<file path="config.mk">
export PLATFORM = sky130hd
export DESIGN_NAME = e203_itcm_arb
export DESIGN_NICKNAME = d
export VERILOG_FILES = /design/src/rtl/e203_itcm_arb.sv
export SDC_FILE = /design/constraint.sdc
export NUM_CORES = 1
export LEC_CHECK = 0
export CORE_AREA = 5 5 149 151
export CTS_BUF_LIST = sky130_fd_sc_hd__clkbuf_8
export DETAILED_ROUTE_END_ITERATION = 8
export DIE_AREA = 0 0 154 156
export DONT_BUFFER_PORTS = 1
export SLEW_MARGIN = 40
export SYNTH_ARGS = -nofsm -noshare
export SYNTH_HDL_FRONTEND = slang
export SYNTH_SLANG_ARGS = --single-unit
export TNS_END_PERCENT = 1
</file>
<file path="constraint.sdc">
create_clock -name clk -period 4.4 [get_ports clk]
set_input_delay 0.88 -clock clk [delete_from_list [all_inputs] [get_ports clk]]
set_output_delay 0.88 -clock clk [all_outputs]
set_load 0.01 [all_outputs]
</file>
<file path="src/rtl/e203_itcm_arb.sv">
`default_nettype none
// ============================================================================
// Module   : e203_itcm_arb
// Purpose  : Two-port (IFU / LSU) arbiter in front of a single-port ITCM RAM.
//            One RAM access in flight at a time, LSU priority with a bounded
//            IFU starvation window, and an idle-driven RAM light-sleep.
// Revision : 1.0 - initial release
// ============================================================================
module e203_itcm_arb #(
    parameter int AW      = 13,
    parameter int DW      = 64,
    parameter int MW      = 8,
    parameter int IDLE_LS = 16,
    parameter int STARVE  = 4
) (
    input  logic          clk,
    input  logic          rst,
    // IFU port (read only)
    input  logic          ifu_cmd_valid,
    output logic          ifu_cmd_ready,
    input  logic [AW-1:0] ifu_cmd_addr,
    output logic          ifu_rsp_valid,
    input  logic          ifu_rsp_ready,
    output logic [DW-1:0] ifu_rsp_rdata,
    // LSU port (read / write)
    input  logic          lsu_cmd_valid,
    output logic          lsu_cmd_ready,
    input  logic          lsu_cmd_read,
    input  logic [AW-1:0] lsu_cmd_addr,
    input  logic [DW-1:0] lsu_cmd_wdata,
    input  logic [MW-1:0] lsu_cmd_wmask,
    output logic          lsu_rsp_valid,
    input  logic          lsu_rsp_ready,
    output logic [DW-1:0] lsu_rsp_rdata,
    // RAM side
    output logic          ram_cs,
    output logic          ram_we,
    output logic [AW-1:0] ram_addr,
    output logic [MW-1:0] ram_wem,
    output logic [DW-1:0] ram_din,
    input  logic [DW-1:0] ram_dout,
    output logic          ram_ls,
    output logic          arb_busy
);

    // Counter widths sized to hold their saturation values.
    localparam int c_IW = (IDLE_LS < 1) ? 1 : $clog2(IDLE_LS + 1);
    localparam int c_SW = (STARVE  < 1) ? 1 : $clog2(STARVE + 1);
    localparam logic [c_IW-1:0] c_IDLE_MAX   = c_IW'(IDLE_LS);
    localparam logic [c_SW-1:0] c_STARVE_MAX = c_SW'(STARVE);

    logic            r_pend;      // a response is owed to one port
    logic            r_pend_lsu;  // owner of the pending response
    logic            r_pend_wr;   // pending response is an LSU write (rdata 0)
    logic            r_first;     // first response cycle: data comes straight from RAM
    logic            r_wake;      // wake-up cycle after light-sleep, grants blocked
    logic [DW-1:0]   r_hold;
    logic [c_SW-1:0] r_starve;
    logic [c_IW-1:0] r_idle;

    logic          w_ls;
    logic          w_rsp_hs;
    logic          w_can;
    logic          w_force_ifu;
    logic          w_gnt_lsu;
    logic          w_gnt_ifu;
    logic          w_gnt;
    logic          w_any_valid;
    logic          w_idle_cyc;
    logic [DW-1:0] w_rdata;

    assign w_ls        = (r_idle == c_IDLE_MAX);
    assign w_any_valid = ifu_cmd_valid | lsu_cmd_valid;
    assign w_rsp_hs    = r_pend & (r_pend_lsu ? lsu_rsp_ready : ifu_rsp_ready);
    // Grant slot exists when awake and the previous response is gone or leaving now.
    assign w_can       = ~rst & ~w_ls & ~r_wake & (~r_pend | w_rsp_hs);
    assign w_force_ifu = ifu_cmd_valid & (r_starve >= c_STARVE_MAX);
    assign w_gnt_lsu   = w_can & lsu_cmd_valid & ~w_force_ifu;
    assign w_gnt_ifu   = w_can & ifu_cmd_valid & (~lsu_cmd_valid | w_force_ifu);
    assign w_gnt       = w_gnt_lsu | w_gnt_ifu;
    assign w_idle_cyc  = ~w_gnt & ~r_pend & ~w_any_valid;

    assign ifu_cmd_ready = w_gnt_ifu;
    assign lsu_cmd_ready = w_gnt_lsu;
    assign ram_ls        = w_ls;
    assign arb_busy      = r_pend;
    assign ifu_rsp_valid = r_pend & ~r_pend_lsu;
    assign lsu_rsp_valid = r_pend & r_pend_lsu;

    // Read data bypasses RAM output on the first response cycle, then replays the hold copy.
    assign w_rdata       = r_pend_wr ? '0 : (r_first ? ram_dout : r_hold);
    assign ifu_rsp_rdata = ifu_rsp_valid ? w_rdata : '0;
    assign lsu_rsp_rdata = lsu_rsp_valid ? w_rdata : '0;

    // RAM strobes and payload are steered from the winning port in the grant cycle.
    always_comb begin
        ram_cs   = w_gnt;
        ram_we   = w_gnt_lsu & ~lsu_cmd_read;
        ram_addr = '0;
        ram_din  = '0;
        ram_wem  = '0;
        if (w_gnt_lsu) begin
            ram_addr = lsu_cmd_addr;
            ram_din  = lsu_cmd_wdata;
            if (!lsu_cmd_read) begin
                ram_wem = lsu_cmd_wmask;
            end
        end else if (w_gnt_ifu) begin
            ram_addr = ifu_cmd_addr;
        end
    end

    // Track the single outstanding access and capture its read data.
    always_ff @(posedge clk or posedge rst) begin
        if (rst) begin
            r_pend     <= 1'b0;
            r_pend_lsu <= 1'b0;
            r_pend_wr  <= 1'b0;
            r_first    <= 1'b0;
            r_hold     <= '0;
        end else begin
            if (w_gnt) begin
                r_pend     <= 1'b1;
                r_pend_lsu <= w_gnt_lsu;
                r_pend_wr  <= w_gnt_lsu & ~lsu_cmd_read;
            end else if (w_rsp_hs) begin
                r_pend <= 1'b0;
            end
            r_first <= w_gnt;
            if (r_pend && r_first) begin
                r_hold <= ram_dout;
            end
        end
    end

    // Count LSU wins while IFU is kept waiting; IFU grant or IFU idle clears it.
    always_ff @(posedge clk or posedge rst) begin
        if (rst) begin
            r_starve <= '0;
        end else if (!ifu_cmd_valid || w_gnt_ifu) begin
            r_starve <= '0;
        end else if (w_gnt_lsu && (r_starve != c_STARVE_MAX)) begin
            r_starve <= r_starve + c_SW'(1);
        end
    end

    // Idle counter drives light-sleep; a request during sleep costs one wake cycle.
    always_ff @(posedge clk or posedge rst) begin
        if (rst) begin
            r_idle <= '0;
            r_wake <= 1'b0;
        end else begin
            if (!w_idle_cyc) begin
                r_idle <= '0;
            end else if (r_idle != c_IDLE_MAX) begin
                r_idle <= r_idle + c_IW'(1);
            end
            r_wake <= w_ls & w_any_valid;
        end
    end

endmodule
`default_nettype wire

</file>
==> flow_summary.yaml <==
placed_design:
  dp.cells: 788
  placed_cell_area_um2: 5220
  port_buffers: 0
  place.gp.congestion: 0.752
  detailed_place_hpwl_um: 13400
  place_ws_ns: 0.901
pwr:
  p_leak_nw: 2.26
  pwr-share-clk: 0.231
  switching_power_mw: 0.948
  swShare: 0.382
  pwr-share-comb: 0.356
  ir_drop_uv: 135
  p_seq_frac: 0.413
  p_int_mw: 1.54
  powerDensity_nw_per_um2: 458
  total_power_mw: 2.48
route:
  num_vias: 3872
  drt_wl_total_um: 16600
  drc: 0
  wire_per_inst_um: 20.6
  dr.pass1.iters: 4
  vias_per_cell: 4.81
  ant_nets: 0
  first_iter_violations: 181
logic_synthesis:
  yosys_warnings: 0
  synth.cell_area_um2: 4990
  avgSynthCellArea_um2: 9.13
  synth_top_area_share: 0.386
  synth_ff_type: "dfrtp_1"
  synth.area.mux_share: 0.281
  async_flop_share: 1.00
  netlist_instances: 546
  yosys-top-cells-area: "dfrtp_1, mux2_2, mux2i_1"
  synth_top_family_by_area: "multiplexers"
  synth_area_leader_cell: "dfrtp_1"
  yosys.area_share.simple: 0.240
  synth-compound-area-share: 0.0271
  ys_types: 31
  synth_edf_count: 0
  synth-seq-area-share: 0.386
  synth_xor_area_frac: 0.00527
  synth_fa_ha_area_frac: 0.0100
  synth_nets: 719
  synth-seq-cells: 77
clock_tree:
  cts_resized: 0
  post_cts_buffers: 0
  clkTransAtPathRegs_ns: 0.09
  tritoncts: "done"
  clk-insertion-delay-late_ns: 0.36
  clock-root-buffer: "clkbuf_8"
  numCtsBuffers: 9
  hold_buffers: 0
  cts_max_path_buffers: 2
  htree_levels: 3
  cts_sinks: 77
finish:
  final_nets: 697
  final_common_cell: "nor2_1"
  seqCellArea_um2: 1930
  design_area_um2: 5420
  fin_util: 0.262
  multi_input_area_um2: 2830
  final_cell_mix: "nor2_1, dfrtp_1, mux2i_1"
  filler_cell_count: 2203
  syn_to_final_growth_pct: 8.76
  fin_cells: 805
  drive_above_1_share: 0.183
setup_path:
  crit_family: "buffers and inverters"
  end_kind: "primary output"
  critPathRequiredTime_ns: 3.52
  cp_common_cell: "inv_2"
  cp_data_arrival_time_ns: 2.72
  cp_slowest_cell: "inv_2"
  cp_max_fo: 65
  cpPeakStageDelay_ns: 0.56
  critPathLaunchType: "flop"
  path_class: "reg2out"
  path_cells: "inv_1, ha_1, nand4bb_1, inv_2, a2111o_1, inv_2, and2_1"
  cp_num_buf_inv: 3
timing:
  rsz0062_at_grt: "no"
  slew_headroom: 0.548
  finalCriticalPeriod_ns: 3.60
  post-route-period-util: 0.818
  fmax_mhz: 278
  fin_setup_tns_ns: 0
  worst_slack_ns: 0.800
  tightest_slew_ns: 0.677
  skew_ns: 0.0125
  setup_viol: 0
  finalMaxSlewViolations: 0
  holdWs_ns: 0.388
  hold_viol: 0
die:
  die_w_um: 154
  dieArea_um2: 24000
  ios: 390
  core.rowCount: 53
  initial_utilization: 0.241
  die_height_um: 156
  core_region_area_um2: 20700
global_route:
  grt_max_degree: 66
  overflow: 0
  grt_pass1_wl_um: 22900
  track_usage: 0.124
  first_global_vias: 3639
  antenna_found_initial: 10
hold_path:
  hold_class: "in2async"
outcome:
  outcome: "finished, final reports clean"
job:
  cap_violations: 0
[registers in the layout, summed over array words and instances, names as in the netlist]
| register | count |
|---|---|
| arb_busy | 1 |
| r_pend_wr | 1 |
| r_pend_lsu | 1 |
| r_idle | 5 |
| r_hold | 64 |
| r_starve | 3 |
| r_first | 1 |
| r_wake | 1 |
[layer usage]
layer,global-route usage,share of wire,up-vias
met1,0.182,0.46,1916
met3,0.0286,0.071,10
met4,0.0341,0.0098,0
met5,0,0,-
met2,0.182,0.46,189
li1,-,-,1757
[final cells by class]
class                           count  area share
Clock inverter                      7      0.0148
Clock buffer                        9      0.0228
Sequential cell                    77       0.356
Multi-Input combinational cell    418       0.521
Timing Repair Buffer                8      0.0134
Inverter                           10     0.00784
Tap cell                          275      0.0635
Antenna cell                        1    0.000461
[worst paths after layout]
check / start / end / slack (ns) / depth (start not counted)
min in group clk: r_hold[45] / r_hold[45] / 0.51 / 1
min: rst / r_hold[61] / 0.39 / 1
max in group asynchronous: rst / r_hold[45] / 3.24 / 2
max reg2reg: r_idle[0] / r_starve[2] / 2.45 / 6
max: r_idle[0] / ram_din[29] / 0.80 / 7
min reg2reg: r_hold[45] / r_hold[45] / 0.51 / 1
[power by group through the flow]
stage / combinational (mW) / sequential (mW) / clock (mW)
after floorplan: 0.765 / 1.01 / 0
after global placement: 0.888 / 1.03 / 0
after detailed placement: 0.901 / 1.05 / 0
after CTS: 0.902 / 1.03 / 0.613
after global routing: 0.975 / 1.05 / 0.644
final: 0.883 / 1.03 / 0.574
[cells in the mapped netlist, drive strengths merged (2+ instances only)]
cell type	count
mux2	64
xor2	2
inv	10
and2	64
a21oi	14
mux2i	68
nand2	22
clkbuf	18
ha	4
nor3	2
nor2	138
buf	23
dfrtp	77
nor3b	8
nand3	20
[kinds of logic after synthesis]
logic type                 Yosys count
xor gates and xnor gates             3
buffers and inverters               51
adders and majority gates            4
and+or+nand+nor                    257
muxes                              132
DFF                                 77
AOI/OAI and AO/OA                   22
(Power assumes the default switching activity.)
==> edit 1: new RTL, same settings <==
Set the parameter `IDLE_LS` to 8 (it was 16).
--- a/src/rtl/e203_itcm_arb.sv
+++ b/src/rtl/e203_itcm_arb.sv
@@ -12,3 +12,3 @@
     parameter int MW      = 8,
-    parameter int IDLE_LS = 16,
+    parameter int IDLE_LS = 8,
     parameter int STARVE  = 4
Formal check against the unedited RTL: same outputs for any inputs over 4 cycles, from zero or initial values and one cycle with rst high; that may be too few to reach the edited logic, so the function may still have changed.
==> edit 1 against the unedited design <==
Sequential cell count shrank 1. Non-clock buffer count is the same. Synthesized area shrank 2.5%. First-iteration DRC count grew 17%. Final area shrank 2.9%. Fmax shrank 0.90%. Sequential share of layout area grew 0.58 points. Synthesized cell count shrank 6.0%. Setup slack lost 0.033 ns. Total power shrank 3.7%. Wire length shrank 10%. Combinational power shrank 1%. Via count shrank 5.7%. Largest cell class unchanged. Largest power group unchanged.
==> edit 1: results (changes against the unedited design) <==
* Share of final-layout standard cells stronger than drive strength 1 at 18.9% (+0.58 points)
* Wire length on met2 at 7170 um (-5.9%)
* Ranking of synthesized cells by instance count: nor2_1 (133), dfrtp_1 (76), and2_1 (73), mux2i_1 (66), mux2_2 (64)
* Non-filler cells, final at 773 (-4.0%)
* # fillers at 2,245 (+1.9%)
* Family with the most delay on the worst path: compound AO/OA/AOI/OAI gates
* Initial drt markers at 212 (+17%)
* Transition time at the pin with the least slew margin at 0.752 ns (+0.0746 ns)
* Capturing element of the worst setup path: ram_addr[10]
* M3 GR Usage at 3.80% (+0.94 points)
* Final HPWL from detailed placement at 11,700 um (-13%)
* GR Util met1 at 15.4% (-2.9 points)
* Setup skew after layout at 0.0125 ns (+0.0000853 ns)
* Dominant cells by area after synthesis: dfrtp_1 (39%), mux2_2 (15%), mux2i_1 (14%)
* Endpoint arrival time on the critical path at 2.75 ns (+0.03 ns)
* Number of vias per cell at 4.72 (-1.8%)
* Cells after DPL at 757 (-3.9%)
* Combined global-route utilization of all metal layers at 11.3% (-1.1 points)
* Sum of met3 wire segment lengths after detailed routing at 1220 um (+3.7%)
* Avg WL per Cell at 19.3 um (-6.4%)
* Minimum hold slack at 0.442 ns (+0.0539 ns)
* Result of the run: complete, no violations
* M1 wire length at 6360 um (-16%)
* Syn Inst Count at 513 (-6.0%)
* Setup slack, reg-to-reg at 2.24 ns (-0.21 ns)
* Footprint of the multi-input gates at 2760 um^2 (-2.3%)
==> edit 1: layout make-up <==
type	count	share of cell area [%]
flip-flops and latches	76	36.2
inverters	6	0.475
well taps	275	6.53
diodes	1	0.0475
clock inverters	5	0.570
repair buffers	8	1.14
multi-input cells	392	52.4
clock buffers	10	2.61
==> edit 1: logic make-up (layout without fill, tap and decap cells) <==
family	Yosys count	after routing	synth area share (%)
adder cells (fa/ha/maj)	4	4	1.03
AND/OR/NAND/NOR	229	229	22.7
AO/OA/AOI/OAI	26	26	3.96
buffers and inverters	45	29	4.27
other	0	1	0
XOR/XNOR	3	3	0.540
multiplexers	130	130	28.4
flip-flops	76	76	39.1
==> edit 1: power groups by stage <==
stage	Combinational, mW	Sequential [mW]	Clock (mW)
6_report	0.874	1.04	0.475
5_1_grt	0.976	1.07	0.539
4_1_cts	0.894	1.04	0.519
3_5_place_dp	0.893	1.06	0
3_3_place_gp	0.883	1.05	0
2_1_floorplan	0.774	1.00	0
==> edit 2: new RTL, same flow settings <==
Made on the original files. Make the reset (`rst`) synchronous in 3 clocked blocks.
--- a/src/rtl/e203_itcm_arb.sv
+++ b/src/rtl/e203_itcm_arb.sv
@@ -113,3 +113,3 @@
     // Track the single outstanding access and capture its read data.
-    always_ff @(posedge clk or posedge rst) begin
+    always_ff @(posedge clk) begin
         if (rst) begin
@@ -136,3 +136,3 @@
     // Count LSU wins while IFU is kept waiting; IFU grant or IFU idle clears it.
-    always_ff @(posedge clk or posedge rst) begin
+    always_ff @(posedge clk) begin
         if (rst) begin
@@ -147,3 +147,3 @@
     // Idle counter drives light-sleep; a request during sleep costs one wake cycle.
-    always_ff @(posedge clk or posedge rst) begin
+    always_ff @(posedge clk) begin
         if (rst) begin
Formal check against the unedited RTL: differs if rst is asserted again (counterexample within 4 cycles, from zero or initial values and one cycle with rst high); with rst held inactive, the same outputs for 4 cycles.
==> edit 2 against the unedited design <==
Critical path depth is the same. Critical endpoint is now ram_addr[9]. Register-to-register slack worse by 0.28 ns. Wire length grew 2.1%. Synthesized cell count rose by 21%. Synthesized area is 6.0% lower. Final area decreased by 5.3%. Sequential cell count unchanged. Setup slack better by 0.20 ns.
Power is not compared: it rests on default switching activity, and its combinational part moved more than twofold at a synthesized area within 25%.
==> edit 2: results (changes against the unedited design) <==
* Ranking of synthesized cells by instance count: nor2_1 (138), nand2_1 (133), dfxtp_1 (77), and2_1 (74), mux2i_1 (67)
* Setup slack at placement at 1.04 ns (+0.142 ns)
* Synth Net Count at 832 (+16%)
* Xor and xnor area share after synthesis at 0.747% (+0.22 points)
* # fillers at 2,280 (+3.5%)
* Synth Warn # at 0 (unchanged)
* Cells after DPL at 892 (+13%)
* Combined global-route utilization of all metal layers at 12.7% (+0.36 points)
* # Post-CTS Setup Buffers at 0 (unchanged)
* Critical-path maximum fanout at 14 (-78%)
* Number of antenna violations at the first check in global routing at 5 (-5)
* Gpl congestion at 0.785 (+4.3%)
* Setup skew after layout at 0.0109 ns (-0.00153 ns)
* M1 wire length at 6450 um (-15%)
* Top flop regs: r_hold (64), r_idle (5), r_starve (3)
* Worst-case vdd ir drop at 0.114 mV
* Result of the run: complete, no violations
* Class of the tightest hold or removal check: register to register
* Sum of met3 wire segment lengths after detailed routing at 1350 um (+15%)
* Number of vias per cell at 4.74 (-1.4%)
* Worst relative slew slack at 49.1% (-5.7 points)
* Syn Inst Count at 659 (+21%)
* Wire length on met2 at 8780 um (+15%)
* Largest incremental delay on the critical path at 0.58 ns (+0.02 ns)
* Slowest-stage cell, CP: and3_1
* Share of final-layout standard cells stronger than drive strength 1 at 6.16% (-12 points)
* Post-synthesis compound-gate area fraction at 11.1% (+8.4 points)
* Total wire length at 16,900 um (+2.1%)
* First-pass GRT wire length at 23,800 um (+3.7%)
* Initial drt markers at 242 (+34%)
* Final HPWL from detailed placement at 13,400 um (about the same)
* Dominant cells by area after synthesis: dfxtp_1 (33%), mux2i_1 (14%), nor2_1 (11%)
* Largest net degree at the start of global routing at 80 (+21%)
* Post-CTS sizing at 0 (unchanged)
* Port bufs at 0 (unchanged)
* Number of global-route vias before repair at 3,991 (+9.7%)
* Top routing layer used: met4
* Share of synthesized area occupied by flip-flops and latches at 32.9% (-5.8 points)
* Count of different cell masters after synthesis at 35 (+13%)
* Non-filler cells, final at 910 (+13%)
* Clock transition at the register clock pins on the worst setup and hold paths after CTS at 0.08 ns
* Endpoint arrival time on the critical path at 2.52 ns (-0.20 ns)
* Share of cell area taken by muxes after synthesis at 14.6% (-14 points)
* Share of synthesized registers carrying an async set or reset at 0% (-100 points)
* Share of synthesized cell area in full adder, half adder and majority cells at 1.07% (+0.064 points)
* Cell with the most instances after synthesis: nor2_1
* Final #Nets at 801 (+15%)
* Max clock buf depth at 2 (unchanged)
* CTS Buf Count at 9 (unchanged)
* H-tree depth reported by CTS at 3 (unchanged)
* Most used flip-flop cell after synthesis: dfxtp_1
edit 2: kinds of logic (layout without fill, tap and decap cells):
family | count (synthesis) | after routing
and+or+nand+nor | 362 | 362
AOI/OAI and AO/OA | 84 | 84
DFF | 77 | 77
muxes | 68 | 68
buffers and inverters | 60 | 34
adders and majority gates | 4 | 4
xor gates and xnor gates | 4 | 4
other | 0 | 2
edit 2: cell type report:
type / instances / area, um^2 / share of cell area (%)
clock buffer: 9 / 124 / 2.41
tap: 275 / 344 / 6.70
inverter: 6 / 22.5 / 0.439
clock inverter: 7 / 75.1 / 1.46
timing repair buffer: 12 / 114 / 2.22
sequential: 77 / 1550 / 30.1
multi-input combinational: 522 / 2910 / 56.6
antenna: 2 / 5.00 / 0.0975
edit 2: stage by stage:
step,area (um^2),power [mW],hold WS (ns)
finish,5130,1.66,0.454
global route,5130,1.77,0.470
CTS,5130,1.71,0.453
detailed placement,4930,1.13,0.441
global placement,4890,1.12,0.436
floorplan,4690,1.06,0.435
edit 2: metal layers:
layer,track usage (%),vias to the layer above
met1,14.6,2001
met4,4.21,0
li1,-,2051
met3,3.69,22
met5,0,-
met2,22.9,243
edit 2: power breakdown:
| part | internal (mW) | total [mW] | switching [mW] |
|---|---|---|---|
| logic | 0.119 | 0.346 | 0.227 |
| clock network | 0.265 | 0.557 | 0.292 |
| registers | 0.729 | 0.761 | 0.0325 |
edit 2: critical path: cells and delay by family (launching register included):
kind | cells | cell delay (ns)
AND/OR/NAND/NOR | 2 | 0.77
adder cells (fa/ha/maj) | 1 | 0.20
AO/OA/AOI/OAI | 2 | 0.60
buffers and inverters | 2 | 0.24
flip-flops | 1 | 0.36
edit 2: worst paths after layout:
check / startpoint / endpoint / slack [ns] / cells after the start
max reg2reg: r_first / r_hold[11] / 2.17 / 4
min reg2reg: r_hold[58] / r_hold[58] / 0.45 / 2
min: r_hold[58] / r_hold[58] / 0.45 / 2
max: r_idle[0] / ram_addr[9] / 1.00 / 7
